**src/rtl/even_parity_pkg.sv**
```systemverilog
// Shared definitions for the even-parity link: FSM state encoding and line levels.
package even_parity_pkg;

    typedef logic [2:0] state_t;

    localparam state_t ST_IDLE   = 3'd0;
    localparam state_t ST_START  = 3'd1;
    localparam state_t ST_DATA   = 3'd2;
    localparam state_t ST_PARITY = 3'd3;
    localparam state_t ST_STOP   = 3'd4;

    localparam logic TXD_IDLE  = 1'b1;
    localparam logic TXD_START = 1'b0;

endpackage

```
**src/rtl/even_parity_gen.sv**
```systemverilog
// Combinational even-parity generator: parity makes popcount(data)+parity even.
module even_parity_gen #(
    parameter int DATA_W = 4
) (
    input  logic [DATA_W-1:0] data,
    output logic              parity
);

    assign parity = ^data;

endmodule

```
**src/rtl/even_parity_frame_tx.sv**
```systemverilog
// Even-parity frame transmitter: start, DATA_W data bits LSB first, parity, stop.
// Every output is a flop; next values are decoded from the next state so txd never glitches.
module even_parity_frame_tx
    import even_parity_pkg::*;
#(
    parameter int DATA_W       = 4,
    parameter int CLKS_PER_BIT = 4
) (
    input  logic              clk,
    input  logic              rst_n,
    input  logic [DATA_W-1:0] din,
    input  logic              din_valid,
    output logic              din_ready,
    output logic              txd,
    output logic              par_out,
    output logic              busy,
    output logic              done
);

    localparam int BAUD_W = (CLKS_PER_BIT > 1) ? $clog2(CLKS_PER_BIT) : 1;
    localparam int BIT_W  = (DATA_W > 1) ? $clog2(DATA_W) : 1;
    localparam logic [BAUD_W-1:0] BAUD_LAST = BAUD_W'(CLKS_PER_BIT - 1);
    localparam logic [BIT_W-1:0]  BIT_LAST  = BIT_W'(DATA_W - 1);

    state_t              state_q, state_d;
    logic [BAUD_W-1:0]   baud_q, baud_d;
    logic [BIT_W-1:0]    bit_q, bit_d;
    logic [DATA_W-1:0]   shift_q, shift_d;
    logic                par_q, par_d;
    logic                txd_q, txd_d;
    logic                done_q, done_d;
    logic                busy_q, busy_d;
    logic                ready_q, ready_d;

    logic                din_par;
    logic                accept;
    logic                baud_end;
    logic                bit_end;

    even_parity_gen #(.DATA_W(DATA_W)) u_par_gen (
        .data   (din),
        .parity (din_par)
    );

    assign accept   = din_valid & ready_q;
    assign baud_end = (baud_q == BAUD_LAST);
    assign bit_end  = (bit_q == BIT_LAST);

    // State register plus all registered outputs; reset forces the idle line at once.
    always_ff @(posedge clk or negedge rst_n) begin
        if (!rst_n) begin
            state_q <= ST_IDLE;
            baud_q  <= '0;
            bit_q   <= '0;
            shift_q <= '0;
            par_q   <= 1'b0;
            txd_q   <= TXD_IDLE;
            done_q  <= 1'b0;
            busy_q  <= 1'b0;
            ready_q <= 1'b1;
        end else begin
            // NOTE: non-blocking so every flop samples pre-edge values, independent of statement order.
            state_q <= state_d;
            baud_q  <= baud_d;
            bit_q   <= bit_d;
            shift_q <= shift_d;
            par_q   <= par_d;
            txd_q   <= txd_d;
            done_q  <= done_d;
            busy_q  <= busy_d;
            ready_q <= ready_d;
        end
    end

    // Next state, baud counter, bit index, shift register and latched parity.
    always_comb begin
        // NOTE: defaults first so every path assigns every signal and no latch is inferred.
        state_d = state_q;
        baud_d  = baud_q;
        bit_d   = bit_q;
        shift_d = shift_q;
        par_d   = par_q;

        if (state_q != ST_IDLE) begin
            baud_d = baud_end ? '0 : baud_q + BAUD_W'(1);
        end

        case (state_q)
            ST_IDLE: begin
                if (accept) begin
                    state_d = ST_START;
                    baud_d  = '0;
                    bit_d   = '0;
                    shift_d = din;
                    par_d   = din_par;
                end
            end
            ST_START: begin
                if (baud_end) state_d = ST_DATA;
            end
            ST_DATA: begin
                if (baud_end) begin
                    shift_d = shift_q >> 1;
                    if (bit_end) begin
                        state_d = ST_PARITY;
                        bit_d   = '0;
                    end else begin
                        bit_d = bit_q + BIT_W'(1);
                    end
                end
            end
            ST_PARITY: begin
                if (baud_end) state_d = ST_STOP;
            end
            ST_STOP: begin
                if (baud_end) state_d = ST_IDLE;
            end
            default: begin
                state_d = ST_IDLE;
                baud_d  = '0;
                bit_d   = '0;
            end
        endcase
    end

    // Output decode from the next state, so each output is a flop with no combinational path.
    always_comb begin
        txd_d = TXD_IDLE;
        case (state_d)
            ST_START:  txd_d = TXD_START;
            ST_DATA:   txd_d = shift_d[0];
            ST_PARITY: txd_d = par_d;
            default:   txd_d = TXD_IDLE;
        endcase
        done_d  = (state_d == ST_STOP) && (baud_d == BAUD_LAST);
        busy_d  = (state_d != ST_IDLE);
        ready_d = (state_d == ST_IDLE);
    end

    assign din_ready = ready_q;
    assign txd       = txd_q;
    assign par_out   = par_q;
    assign busy      = busy_q;
    assign done      = done_q;

endmodule

```
**config.mk**
```make
export PLATFORM = sky130hd
export DESIGN_NAME = even_parity_frame_tx
export DESIGN_NICKNAME = d
export VERILOG_FILES = /design/src/rtl/even_parity_pkg.sv /design/src/rtl/even_parity_gen.sv /design/src/rtl/even_parity_frame_tx.sv
export SDC_FILE = /design/constraint.sdc
export NUM_CORES = 1
export LEC_CHECK = 0
export ABC_CLOCK_PERIOD_IN_PS = 3500
export BUFFER_PORTS_ARGS = -buffer_cell sky130_fd_sc_hd__buf_2
export CAP_MARGIN = 20
export CELL_PAD_IN_SITES_DETAIL_PLACEMENT = 0
export CELL_PAD_IN_SITES_GLOBAL_PLACEMENT = 2
export CORE_MARGIN = 2
export CORE_UTILIZATION = 35
export CTS_CLUSTER_SIZE = 16
export DETAILED_ROUTE_END_ITERATION = 8
export PLACE_DENSITY = 0.71
export SYNTH_ARGS = -nofsm -noshare
export SYNTH_HDL_FRONTEND = slang
export SYNTH_SLANG_ARGS = --single-unit
```
**constraint.sdc**
```tcl
create_clock -name clk -period 3.5 [get_ports clk]
set_input_delay 0.7 -clock clk [delete_from_list [all_inputs] [get_ports clk]]
set_output_delay 0.7 -clock clk [all_outputs]
set_load 0.1 [all_outputs]
```
### Word-level counts from Yosys, hierarchy flattened

Cells that the tools add are included.

| operators by class | value |
|---|---|
| reduce and logical (&&, ||, !) cells | 11 |
| bitwise gates (word level) | 2 |
| equal/unequal tests | 13 |
| multiplexer cells | 21 |
| add/subtract/negate cells | 2 |

Operator list:

| cell | count |
|---|---|
| $mux W3 | 6 |
| $pmux W3 S5 | 1 |
| $eq A3 B2 Y1 const B | 4 |
| $mux W2 | 6 |
| $mux W4 | 2 |
| $pmux W4 S2 | 1 |
| $eq A2 B2 Y1 const B | 3 |
| $eq A3 B1 Y1 const B | 2 |
| $eq A3 B3 Y1 const B | 2 |
| $logic_not A3 Y1 | 2 |
| $pmux W2 S3 | 1 |
| $reduce_and A3 Y1 | 2 |
| $reduce_bool A3 Y1 | 2 |
| $add A2 B1 Y2 const B | 2 |
| $ne A2 B2 Y1 const B | 2 |
| $pmux W2 S2 | 1 |
| $reduce_or A4 Y1 | 1 |
| $reduce_xor A4 Y1 | 1 |
| $pmux W1 S3 | 1 |
| $reduce_or A3 Y1 | 1 |
| $mux W1 | 2 |
| $reduce_bool A2 Y1 | 1 |
| $and A1 B1 Y1 | 1 |
| $logic_and A1 B1 Y1 | 1 |
| $not A1 Y1 | 1 |

| storage, ports and cells | value |
|---|---|
| flip-flop bits (word level) | 16 |
| output and inout port bits | 5 |
| word-level logic and storage cells | 59 |

### Depth between registers and ports, before layout

Gate-level depths: netlist of run 1.

| depth | value |
|---|---|
| depth after elaboration | 7 |
| depth in mapped cells | 5 |
| mapped depth without buffers | 5 |

### Hierarchy

Synthesis of run 1 repeated with hierarchy kept, for this count alone.

| unflattened totals | value |
|---|---|
| cells, all modules | 70 |
| area total of the unflattened synthesis | 829.5 um2 |

By module, submodules not included:

| module | cells an instance | seq. area each (um2) | times used | area an instance (um2) |
|---|---|---|---|---|
| even_parity_frame_tx | 67 | 402.9 | 1 | 803.3 |
| even_parity_gen | 3 | 0.0 | 1 | 26.3 |

### Worst setup path before layout of run 1

Ideal clock, no wire load.

| path | value |
|---|---|
| kind | register to register |
| start | register ready_q, in the netlist din_ready |
| end | register bit_q[0] |
| path buffers | 0 |
| arrival | 1.889 ns |
| setup slack | 1.484 ns |
| library setup time | 0.127 ns |
| stages on the path, launching flop included | 5 |
| data required time | 3.373 ns |
| path through | dfstp_2 > nand2_1 > or3_4 > nand2_2 > mux2_1 |

| on the way | value |
|---|---|
| word-level cells in the longest chain between the ends | 3 |

RTL lines:

| element | RTL line | RTL |
|---|---|---|
| start: declaration | even_parity_frame_tx.sv:33 | `logic ready_q, ready_d;` |
| start signal: assignment | even_parity_frame_tx.sv:71 | `ready_q <= ready_d;` |
| $and A1 B1 Y1 | even_parity_frame_tx.sv:45 | `assign accept = din_valid & ready_q;` |
| $ne A2 B2 Y1 (no source line) | n/a |  |
| $reduce_and A3 Y1 (no source line) | n/a |  |
| end signal: assignment | even_parity_frame_tx.sv:65 | `bit_q <= bit_d;` |
| end: declaration | even_parity_frame_tx.sv:27 | `logic [BIT_W-1:0] bit_q, bit_d;` |

Every way passes these cells.
A chain may end at the register's enable or synchronous reset.

### Worst setup path after layout of run 1

| path | value |
|---|---|
| start | register ready_q, in the netlist din_ready |
| end | output din_ready |

RTL lines:

| element | RTL line | RTL |
|---|---|---|
| end: declaration | even_parity_frame_tx.sv:13 | `output logic din_ready,` |

No word-level cell between the ends.

==> results of run 1 <==
power groups by stage:
stage / logic, mW / clock network, mW / registers [mW]
2_1_floorplan: 0.300 / 0 / 0.494
3_3_place_gp: 0.535 / 0 / 0.333
3_5_place_dp: 0.530 / 0 / 0.334
6_report: 0.532 / 0.0939 / 0.330
5_1_grt: 0.576 / 0.106 / 0.343
4_1_cts: 0.534 / 0.0979 / 0.331
placed cells by master, fill, tap and decap left out, types with 2 or more instances in the layout:
| cell type | count |
|---|---|
| sky130_fd_sc_hd__dfrtp_1 | 14 |
| sky130_fd_sc_hd__nor2b_1 | 2 |
| sky130_fd_sc_hd__a221o_1 | 2 |
| sky130_fd_sc_hd__clkbuf_4 | 3 |
| sky130_fd_sc_hd__nand2_1 | 4 |
| sky130_fd_sc_hd__buf_2 | 11 |
| sky130_fd_sc_hd__nand3_1 | 2 |
| sky130_fd_sc_hd__o21ai_0 | 3 |
| sky130_fd_sc_hd__dfstp_2 | 2 |
| sky130_fd_sc_hd__nor3b_1 | 2 |
| sky130_fd_sc_hd__and3_1 | 4 |
| sky130_fd_sc_hd__inv_1 | 2 |
| sky130_fd_sc_hd__xnor2_1 | 2 |
| sky130_fd_sc_hd__ha_1 | 3 |
worst paths after layout:
check                           slack [ps]       start  depth (start not counted)          to
worst max-delay path                  1570   din_ready                          1   din_ready
worst min-delay path                   320       rst_n                          1        busy
worst max register to register        1660  state_q[2]                          4         txd
worst min register to register         500  shift_q[3]                          1  shift_q[3]
max in group asynchronous             2880       rst_n                          1         txd
min in group clk                       500  shift_q[3]                          1  shift_q[3]
flip-flops by register name, indices dropped and copies added, names as in the netlist:
signal     count
bit_q          2
par_out        1
din_ready      1
state_q        3
done           1
baud_q         2
busy           1
txd            1
shift_q        4
cells by family (layout without fill, tap and decap cells):
logic type / Yosys count / count (layout) / share of synthesized area (%)
XOR/XNOR: 3 / 3 / 2.96
AO/OA/AOI/OAI: 17 / 17 / 16.6
buffers and inverters: 4 / 16 / 5.78
adder cells (fa/ha/maj): 3 / 3 / 4.23
multiplexers: 3 / 3 / 4.09
AND/OR/NAND/NOR: 27 / 27 / 20.9
flip-flops: 16 / 16 / 45.4
metal layers:
metal / vias to the layer above / share of wire, %
met4: 0 / 0.93
met1: 293 / 53
li1: 299 / -
met5: - / 0
met2: 3 / 44
met3: 2 / 1.8
through the flow:
stage / instances / power (mW) / util (%)
after CTS: 115 / 0.963 / 39.4
after detailed placement: 112 / 0.864 / 38.5
after global routing: 115 / 1.03 / 39.4
final: 115 / 0.956 / 39.4
after floorplan: 73 / 0.794 / -
after global placement: 112 / 0.868 / 38.5
final cells by class:
class | count | area [um^2] | area share (%)
Multi-Input combinational cell | 53 | 433 | 45.2
Sequential cell | 16 | 403 | 42.0
Timing Repair Buffer | 11 | 55.1 | 5.74
Tap cell | 30 | 37.5 | 3.92
Clock buffer | 3 | 22.5 | 2.35
Inverter | 2 | 7.51 | 0.783
==> results summary, run 1 <==
The total clock sinks came out at 16. The clock network fraction of design power came out at 9.8%. After layout, the worst setup slack is 1570 ps.

The number of clock buffers added by TritonCTS is 3. The total standard cell area after synthesis is 887 um^2. Between clock sinks in the finished design, the worst skew comes to 0.560 ps. The area of the die is 2950 um^2. The via count of the first global-routing pass came to 588.

The count of input and output buffers is 11. The starting density of the core is 36.5%. The met1 capacity usage during global routing is 20.0%. The combinational cell fraction of total power came out at 55.6%.

The peak fanout along the critical path is 2. The worst hold slack is 319 ps. On the worst path, the slowest cell contributes a delay of 540 ps.

The synthesized design contains 0 enable-type register cells. Detailed routing inserted a total of 597 vias. Detailed placement finished with a half-perimeter wire length of 1180 um. The warning count from the yosys run came out at 0. The cell with the biggest individual delay on the critical path is sky130_fd_sc_hd__dfstp_2. The total count of max-transition violations in the final report is 0.

Setup repair after global routing left no endpoint under its margin. The detailed router's first-iteration violation count is 5. The met3 track demand over resource is 3.28%.

The maximum number of pins on one net before global-route repair came out at 17. The height of the chip came out at 54.3 um. The proportion of synthesized flip-flops having asynchronous set or reset is 100%. The number of optimization iterations in the first detailed-route pass is 4.

The signal on the critical path passes through buf_2. The tool flagged a number of max-cap violations equal to 0. The fraction of power spent switching nets came out at 49.7%.

The final critical delay including setup and external delays is 1930 ps. The internal portion of the total power is 0.480 mW. The post-synthesis sequential area ratio is 45.4%. The critical path startpoint category is a flop. The number of buffers inserted to repair setup after CTS came out at 0. The run finished with clean final reports. The number of nets handed over by synthesis was 83.

For this design the static power due to leakage is 0.449 nW. STA classifies the critical path endpoint as an output pin. In this run, flip-flops and latches consume 34.5% of the power. Among all flip-flop cells after synthesis, the most frequent one is sky130_fd_sc_hd__dfrtp_1. The total routing resource utilization after global routing came out at 13.8%. In the post-synthesis netlist, the cell with the most instances is sky130_fd_sc_hd__dfrtp_1.

The number of antenna violations at the first check in global routing is 0. TritonCTS built the clock tree. The number of levels in the clock H-tree came out at 1. Of the available clock period, the critical path in the final layout requires 55.2%. Clock latency on the worst-skew pair, taken at its later pin, is 280 ps. Hold repair after CTS inserted 0 buffers. The average instance in the mapped netlist occupies 12.2 um^2. The most congested layer reported by global routing is met1.

The netlist uses 43 different library cells. Data arrives at the worst endpoint at 1230 ps. The post-detailed-route via-to-cell ratio is 5.19. The standard-cell row count came out at 18. The routability-driven placement congestion ratio came out at 0.777. Summing all non-filler instances in the final layout gives an area of 958 um^2. The net total in the final layout came out at 97. After detailed routing, the total wire length is 1610 um.

Global routing consumed, on the met2 layer, 19.1% of the routing resources. The layout filler cell count is 251. The antenna violation net count after detailed routing is 0. The power per standard cell area came out at 997 nW/um^2. The min-delay analysis places its worst path in the category input pin to async pin.

The number of gates resized after CTS was 0. The critical path is of the flop to output pin type. The cell family contributing the most delay on the critical path is flip-flops. At the placement stage, the worst setup path has a slack of 1600 ps. The fraction of post-synthesis cell area in the top cell type by area is 39.5%. Global routing finished with a remaining overflow of 0. The core area came out at 2430 um^2. The post-route netlist has 31.8% of its cells at a drive strength greater than 1. The worst endpoint required time is 2800 ps.

The routed wire length per instance came out at 14.0 um. The analysis attributes to net switching a power of 0.475 mW. The post-synthesis cell count came out at 73. IR analysis of the VDD net gives a maximum drop of 0.000613 V. After synthesis, the most frequently instantiated cells are 14 x sky130_fd_sc_hd__dfrtp_1, 4 x sky130_fd_sc_hd__and3_1, 4 x sky130_fd_sc_hd__nand2_1, 3 x sky130_fd_sc_hd__ha_1, 3 x sky130_fd_sc_hd__o21ai_0. The antenna cell count is 0. The I/O pin count is 12. Clock-pin slew was measured on the worst setup and hold paths at 90 ps. The transition at the pin with the smallest max-transition slack came out at 754 ps.

Of all cell types, the one taking the most synthesized area is sky130_fd_sc_hd__dfrtp_1. The highest attainable clock frequency came out at 518 MHz. The normalized max-slew margin is 49.6%. The maximum root-to-sink buffer count is 2. The width of the die came out at 54.3 um.

The instance area after placement is 936 um^2. The number of buffers and inverters on the critical path is 1. By area the synthesized netlist is led by sky130_fd_sc_hd__dfrtp_1 39%, sky130_fd_sc_hd__dfstp_2 5.9%, sky130_fd_sc_hd__ha_1 4.2%. In the routed design, unresolved DRC markers number 0.

The number of endpoints failing setup at the final stage is 0. The final hold violation count is 0. For the final routed database, the setup TNS stands at 0 ps. The cell chosen for the clock root is sky130_fd_sc_hd__clkbuf_4. The global-route wire length before repair is 2790 um. After synthesis the netlist holds a flip-flop and latch count of 16.

The relative area change from synthesis to final layout is 8.04%.
Note: power is estimated with default switching activity, not from simulation.
==> inputs of run 2 (changes only) <==
--- a/config.mk
+++ b/config.mk
@@ -5,16 +5,17 @@
 export SDC_FILE = /design/constraint.sdc
 export NUM_CORES = 1
 export LEC_CHECK = 0
-export ABC_CLOCK_PERIOD_IN_PS = 3500
+export ABC_AREA = 1
+export ABC_CLOCK_PERIOD_IN_PS = 1900
 export BUFFER_PORTS_ARGS = -buffer_cell sky130_fd_sc_hd__buf_2
 export CAP_MARGIN = 20
 export CELL_PAD_IN_SITES_DETAIL_PLACEMENT = 0
 export CELL_PAD_IN_SITES_GLOBAL_PLACEMENT = 2
 export CORE_MARGIN = 2
-export CORE_UTILIZATION = 35
+export CORE_UTILIZATION = 31
 export CTS_CLUSTER_SIZE = 16
 export DETAILED_ROUTE_END_ITERATION = 8
-export PLACE_DENSITY = 0.71
+export PLACE_DENSITY = 0.73
 export SYNTH_ARGS = -nofsm -noshare
 export SYNTH_HDL_FRONTEND = slang
 export SYNTH_SLANG_ARGS = --single-unit
==> constraint.sdc (replaced) <==
create_clock -name clk -period 1.9 [get_ports clk]
set_input_delay 0.38 -clock clk [delete_from_list [all_inputs] [get_ports clk]]
set_output_delay 0.38 -clock clk [all_outputs]
set_load 0.1 [all_outputs]
==> run 2 against run 1 <==
Utilization is 2.3 points lower. First-iteration DRC count grew to 3.2 times the previous value. Largest power group unchanged. Cell count increased by 40%. Critical endpoint unchanged. Critical path type unchanged. Synthesized cell count up 56%. Largest cell class is now sequential cells. Sequential share of layout area shrank 1.9 points.
==> results summary, run 2 <==
The detailed router's first-iteration violation count came out at 16 (was 5). The number of levels in the clock H-tree was 1 (unchanged). The timing endpoint of the critical path is din_ready (unchanged). The power per standard cell area came out at 1880 nW/um^2 (was 997 nW/um^2). The number of buffer and inverter stages on the critical path is 1 (unchanged). The met3 track demand over resource came out at 3.00% (was 3.28%). The layout cell share with drive strength beyond 1 is 20.0% (was 31.8%). The most common cell after layout, fill and taps aside was sky130_fd_sc_hd__nand2_1 (was sky130_fd_sc_hd__dfrtp_1).

The start point of the critical path was din_ready (unchanged). The wire length reported by the detailed router is 1860 um (was 1610 um). The routed wire length per instance is 11.6 um (was 14.0 um). The leading cell type by number of instances after synthesis is sky130_fd_sc_hd__nand2_1 (was sky130_fd_sc_hd__dfrtp_1). The number of endpoints failing setup at the final stage is 0 (unchanged). The total of flip-flops plus latches after synthesis was 16 (unchanged). The static leakage is 0.561 nW (was 0.449 nW).

The detailed-placement wirelength estimate came out at 1490 um (was 1180 um). The total CTS buffers is 3 (unchanged). The final hold violation count is 0 (unchanged). The worst hold slack is 319 ps (about the same). The cell with the biggest individual delay on the critical path was sky130_fd_sc_hd__dfstp_2 (unchanged). The max-cap check violation count came to 0 (unchanged). The final critical delay including setup and external delays came out at 1630 ps. The minimum setup slack among reg-to-reg paths is 520 ps (was 1660 ps). The peak fanout along the critical path is 2 (unchanged). The fraction of post-synthesis cell area in the top cell type by area was 40.5% (was 39.5%).

The antenna violation net count after detailed routing was 0 (unchanged). The total routing resource utilization after global routing is 13.6% (was 13.8%). The I/O pin count is 12 (unchanged).

The largest register by flop count is shift_q (unchanged). The category of the critical setup timing path is flop to output pin (unchanged). The post-detailed-route via-to-cell ratio is 4.55 (was 5.19).

Ranking of synthesized cells by instance count: 30 x sky130_fd_sc_hd__nand2_1, 17 x sky130_fd_sc_hd__inv_1, 15 x sky130_fd_sc_hd__nor2_1, 14 x sky130_fd_sc_hd__dfrtp_1, 13 x sky130_fd_sc_hd__nand3_1 (was 14 x sky130_fd_sc_hd__dfrtp_1, 4 x sky130_fd_sc_hd__and3_1, 4 x sky130_fd_sc_hd__nand2_1, 3 x sky130_fd_sc_hd__ha_1, 3 x sky130_fd_sc_hd__o21ai_0). The count of input and output buffers is 11 (unchanged). The largest area contributor in the synthesized netlist is sky130_fd_sc_hd__dfrtp_1 (unchanged). The most congested layer reported by global routing is met2 (was met1). The transition at the pin with the smallest max-transition slack was 490 ps (was 754 ps). The clock tree from TritonCTS was done (unchanged). The worst endpoint required time is 1520 ps (was 2800 ps).

The number of nets in the synthesized netlist came out at 124 (was 83). The number of optimization iterations in the first detailed-route pass is 4 (unchanged). The count of cell types in the netlist was 20 (was 43).

The arrival time of the worst setup path was 1250 ps (was 1230 ps). The cell chosen for the clock root is sky130_fd_sc_hd__clkbuf_4 (unchanged). The insertion delay to the later sink of the worst-skew pair came out at 290 ps (was 280 ps).

The met1 capacity usage during global routing is 18.0% (was 20.0%). The flip-flop count of the largest register, all copies and words added is 4 (unchanged). The core area is 2710 um^2 (was 2430 um^2). The family of cells with the greatest summed delay on the critical path is flip-flops (unchanged). The width of the die was 56.8 um (was 54.3 um). Cell breakdown of the critical path: buf_2 (unchanged). The met2 capacity usage during global routing is 21.4% (was 19.1%). The normalized max-slew margin came out at 67.6% (was 49.6%). The post-synthesis cell count is 114 (was 73). The net total in the final layout came out at 141 (was 97). The count of cells resized by post-cts repair is 0 (unchanged). The critical path startpoint category is a flop (unchanged). The antenna cell count came out at 0 (unchanged). Setup repair after global routing missed its margin: false (unchanged).

The height of the chip came out at 56.8 um (was 54.3 um). The total standard cell area after synthesis is 865 um^2 (was 887 um^2). The type of the tightest min-delay check is input pin to flop (was input pin to async pin). The total via count in the routed design was 733 (was 597). Area contributors post-synth: sky130_fd_sc_hd__dfrtp_1 41%, sky130_fd_sc_hd__nand2_1 13%, sky130_fd_sc_hd__nand3_1 7.5% (was sky130_fd_sc_hd__dfrtp_1 39%, sky130_fd_sc_hd__dfstp_2 5.9%, sky130_fd_sc_hd__ha_1 4.2%). The highest attainable clock frequency came out at 614 MHz.

The relative area change from synthesis to final layout is 16.2% (was 8.04%). The maximum root-to-sink buffer count is 2 (unchanged). The count of cells along the worst register-to-register path came out at 8 (was 4).

The maximum vdd drop came out at 0.00106 V (was 0.000613 V). Most frequent cells in the layout: 30 x sky130_fd_sc_hd__nand2_1, 17 x sky130_fd_sc_hd__inv_1, 15 x sky130_fd_sc_hd__nor2_1, 14 x sky130_fd_sc_hd__dfrtp_1, 13 x sky130_fd_sc_hd__nand3_1 (was 14 x sky130_fd_sc_hd__dfrtp_1, 11 x sky130_fd_sc_hd__buf_2, 4 x sky130_fd_sc_hd__nand2_1, 4 x sky130_fd_sc_hd__and3_1). The capture instance of the worst register-to-register path is txd (unchanged). The worst reg2reg path startpoint was baud_q[0] (was state_q[2]).

The setup total negative slack is 0 ps (unchanged). The worst clock skew was 7.78 ps (was 0.560 ps). The total count of max-transition violations in the final report is 0 (unchanged). Run status: finished, final reports clean (unchanged). The number of antenna violations at the first check in global routing was 0 (unchanged).

The number of logic stages on the critical path including buffering came out at 1 (unchanged). The maximum number of pins on one net before global-route repair was 17 (unchanged). The post-route DRC violation count came out at 0 (unchanged).

The starting density of the core was 31.9% (was 36.5%). The synthesized area per cell is 7.58 um^2 (was 12.2 um^2). The total clock sinks came out at 16 (unchanged). The proportion of synthesized flip-flops having asynchronous set or reset is 100% (unchanged). The count of flip-flops with a built-in enable after synthesis is 0 (unchanged). The post-route clock period utilization came out at 85.7%. The element type at the critical path end is an output pin (unchanged). In this run the most critical hold path is launched from din[2]. The warning count from the yosys run came to 0 (unchanged). The post-synthesis sequential area ratio came out at 46.6% (was 45.4%). The dominant synthesized flop cell is sky130_fd_sc_hd__dfrtp_1 (unchanged). The clock-pin slew on the worst setup and hold paths came out at 100 ps (was 90 ps).

Regs by FF count: shift_q: 4 flops, state_q: 3 flops (unchanged). The routability-driven placement congestion ratio came out at 0.730 (was 0.777). The standard-cell row count came to 19 (was 18).

The area of the die came out at 3230 um^2 (was 2950 um^2). The highest cell delay on the worst timing path is 540 ps (about the same). The via count of the first global-routing pass is 749 (was 588). The global-route wire length before repair is 3370 um (was 2790 um). The total overflow reported by the global router is 0 (unchanged).
[run 2: cell types whose count changed in the layout (fill, tap and decap cells not counted), sizes merged, moves of 4 or more]
cell,delta
nand2,+26
nand3,+12
and3,-4
inv,+19
nor2,+16
[run 2: routing by layer]
layer	share of wire, %	up-vias
met2	45	17
li1	-	393
met5	0	-
met4	0.91	0
met1	50	321
met3	3.9	2
[run 2: how the worst min path moves through the flow]
stage	depth (start not counted)	slack, ps	to
after global routing	3	340	shift_q[2]
after global placement	1	320	bit_q[1]
after floorplan	0	80	baud_q[0]
after CTS	3	310	shift_q[2]
after detailed placement	1	320	bit_q[1]
final	3	320	shift_q[2]
[run 2: through the flow]
step	util, %	cell area (um^2)	setup slack (ps)	cells	power (mW)
floorplan	-	865	263	114	1.47
global placement	35.4	958	556	156	1.67
detailed placement	35.4	958	518	156	1.67
CTS	37.1	1000	252	161	1.91
global route	37.1	1000	221	161	2.07
finish	37.1	1000	271	161	1.89
[run 2: what timing repair did]
action / CTS / global route
hold buffers: 1 / 0
hold endpoints to repair: 7 / 0
buffers inserted: 0 / 0
endpoints found under the setup margin: 0 / 0
[run 2: report_power, final]
part / switching, mW / internal [mW]
Sequential: 0.110 / 0.503
Combinational: 0.780 / 0.263
Clock: 0.116 / 0.117
Total: 1.01 / 0.882
[run 2: cells by family (layout without fill, tap and decap cells)]
kind of cell | after synthesis | after routing | synth area share (%)
simple gates | 65 | 65 | 33.0
compound gates | 9 | 9 | 6.95
flops | 16 | 16 | 46.6
buf+inv | 21 | 37 | 9.12
fa+ha+maj | 3 | 3 | 4.34
[run 2: final cells by class]
cell class | instances | area, um^2
tap | 31 | 38.8
multi-input combinational | 77 | 383
clock buffer | 4 | 36.3
inverter | 21 | 78.8
fill | 296 | 1710
timing repair buffer | 12 | 65.1
sequential | 16 | 403
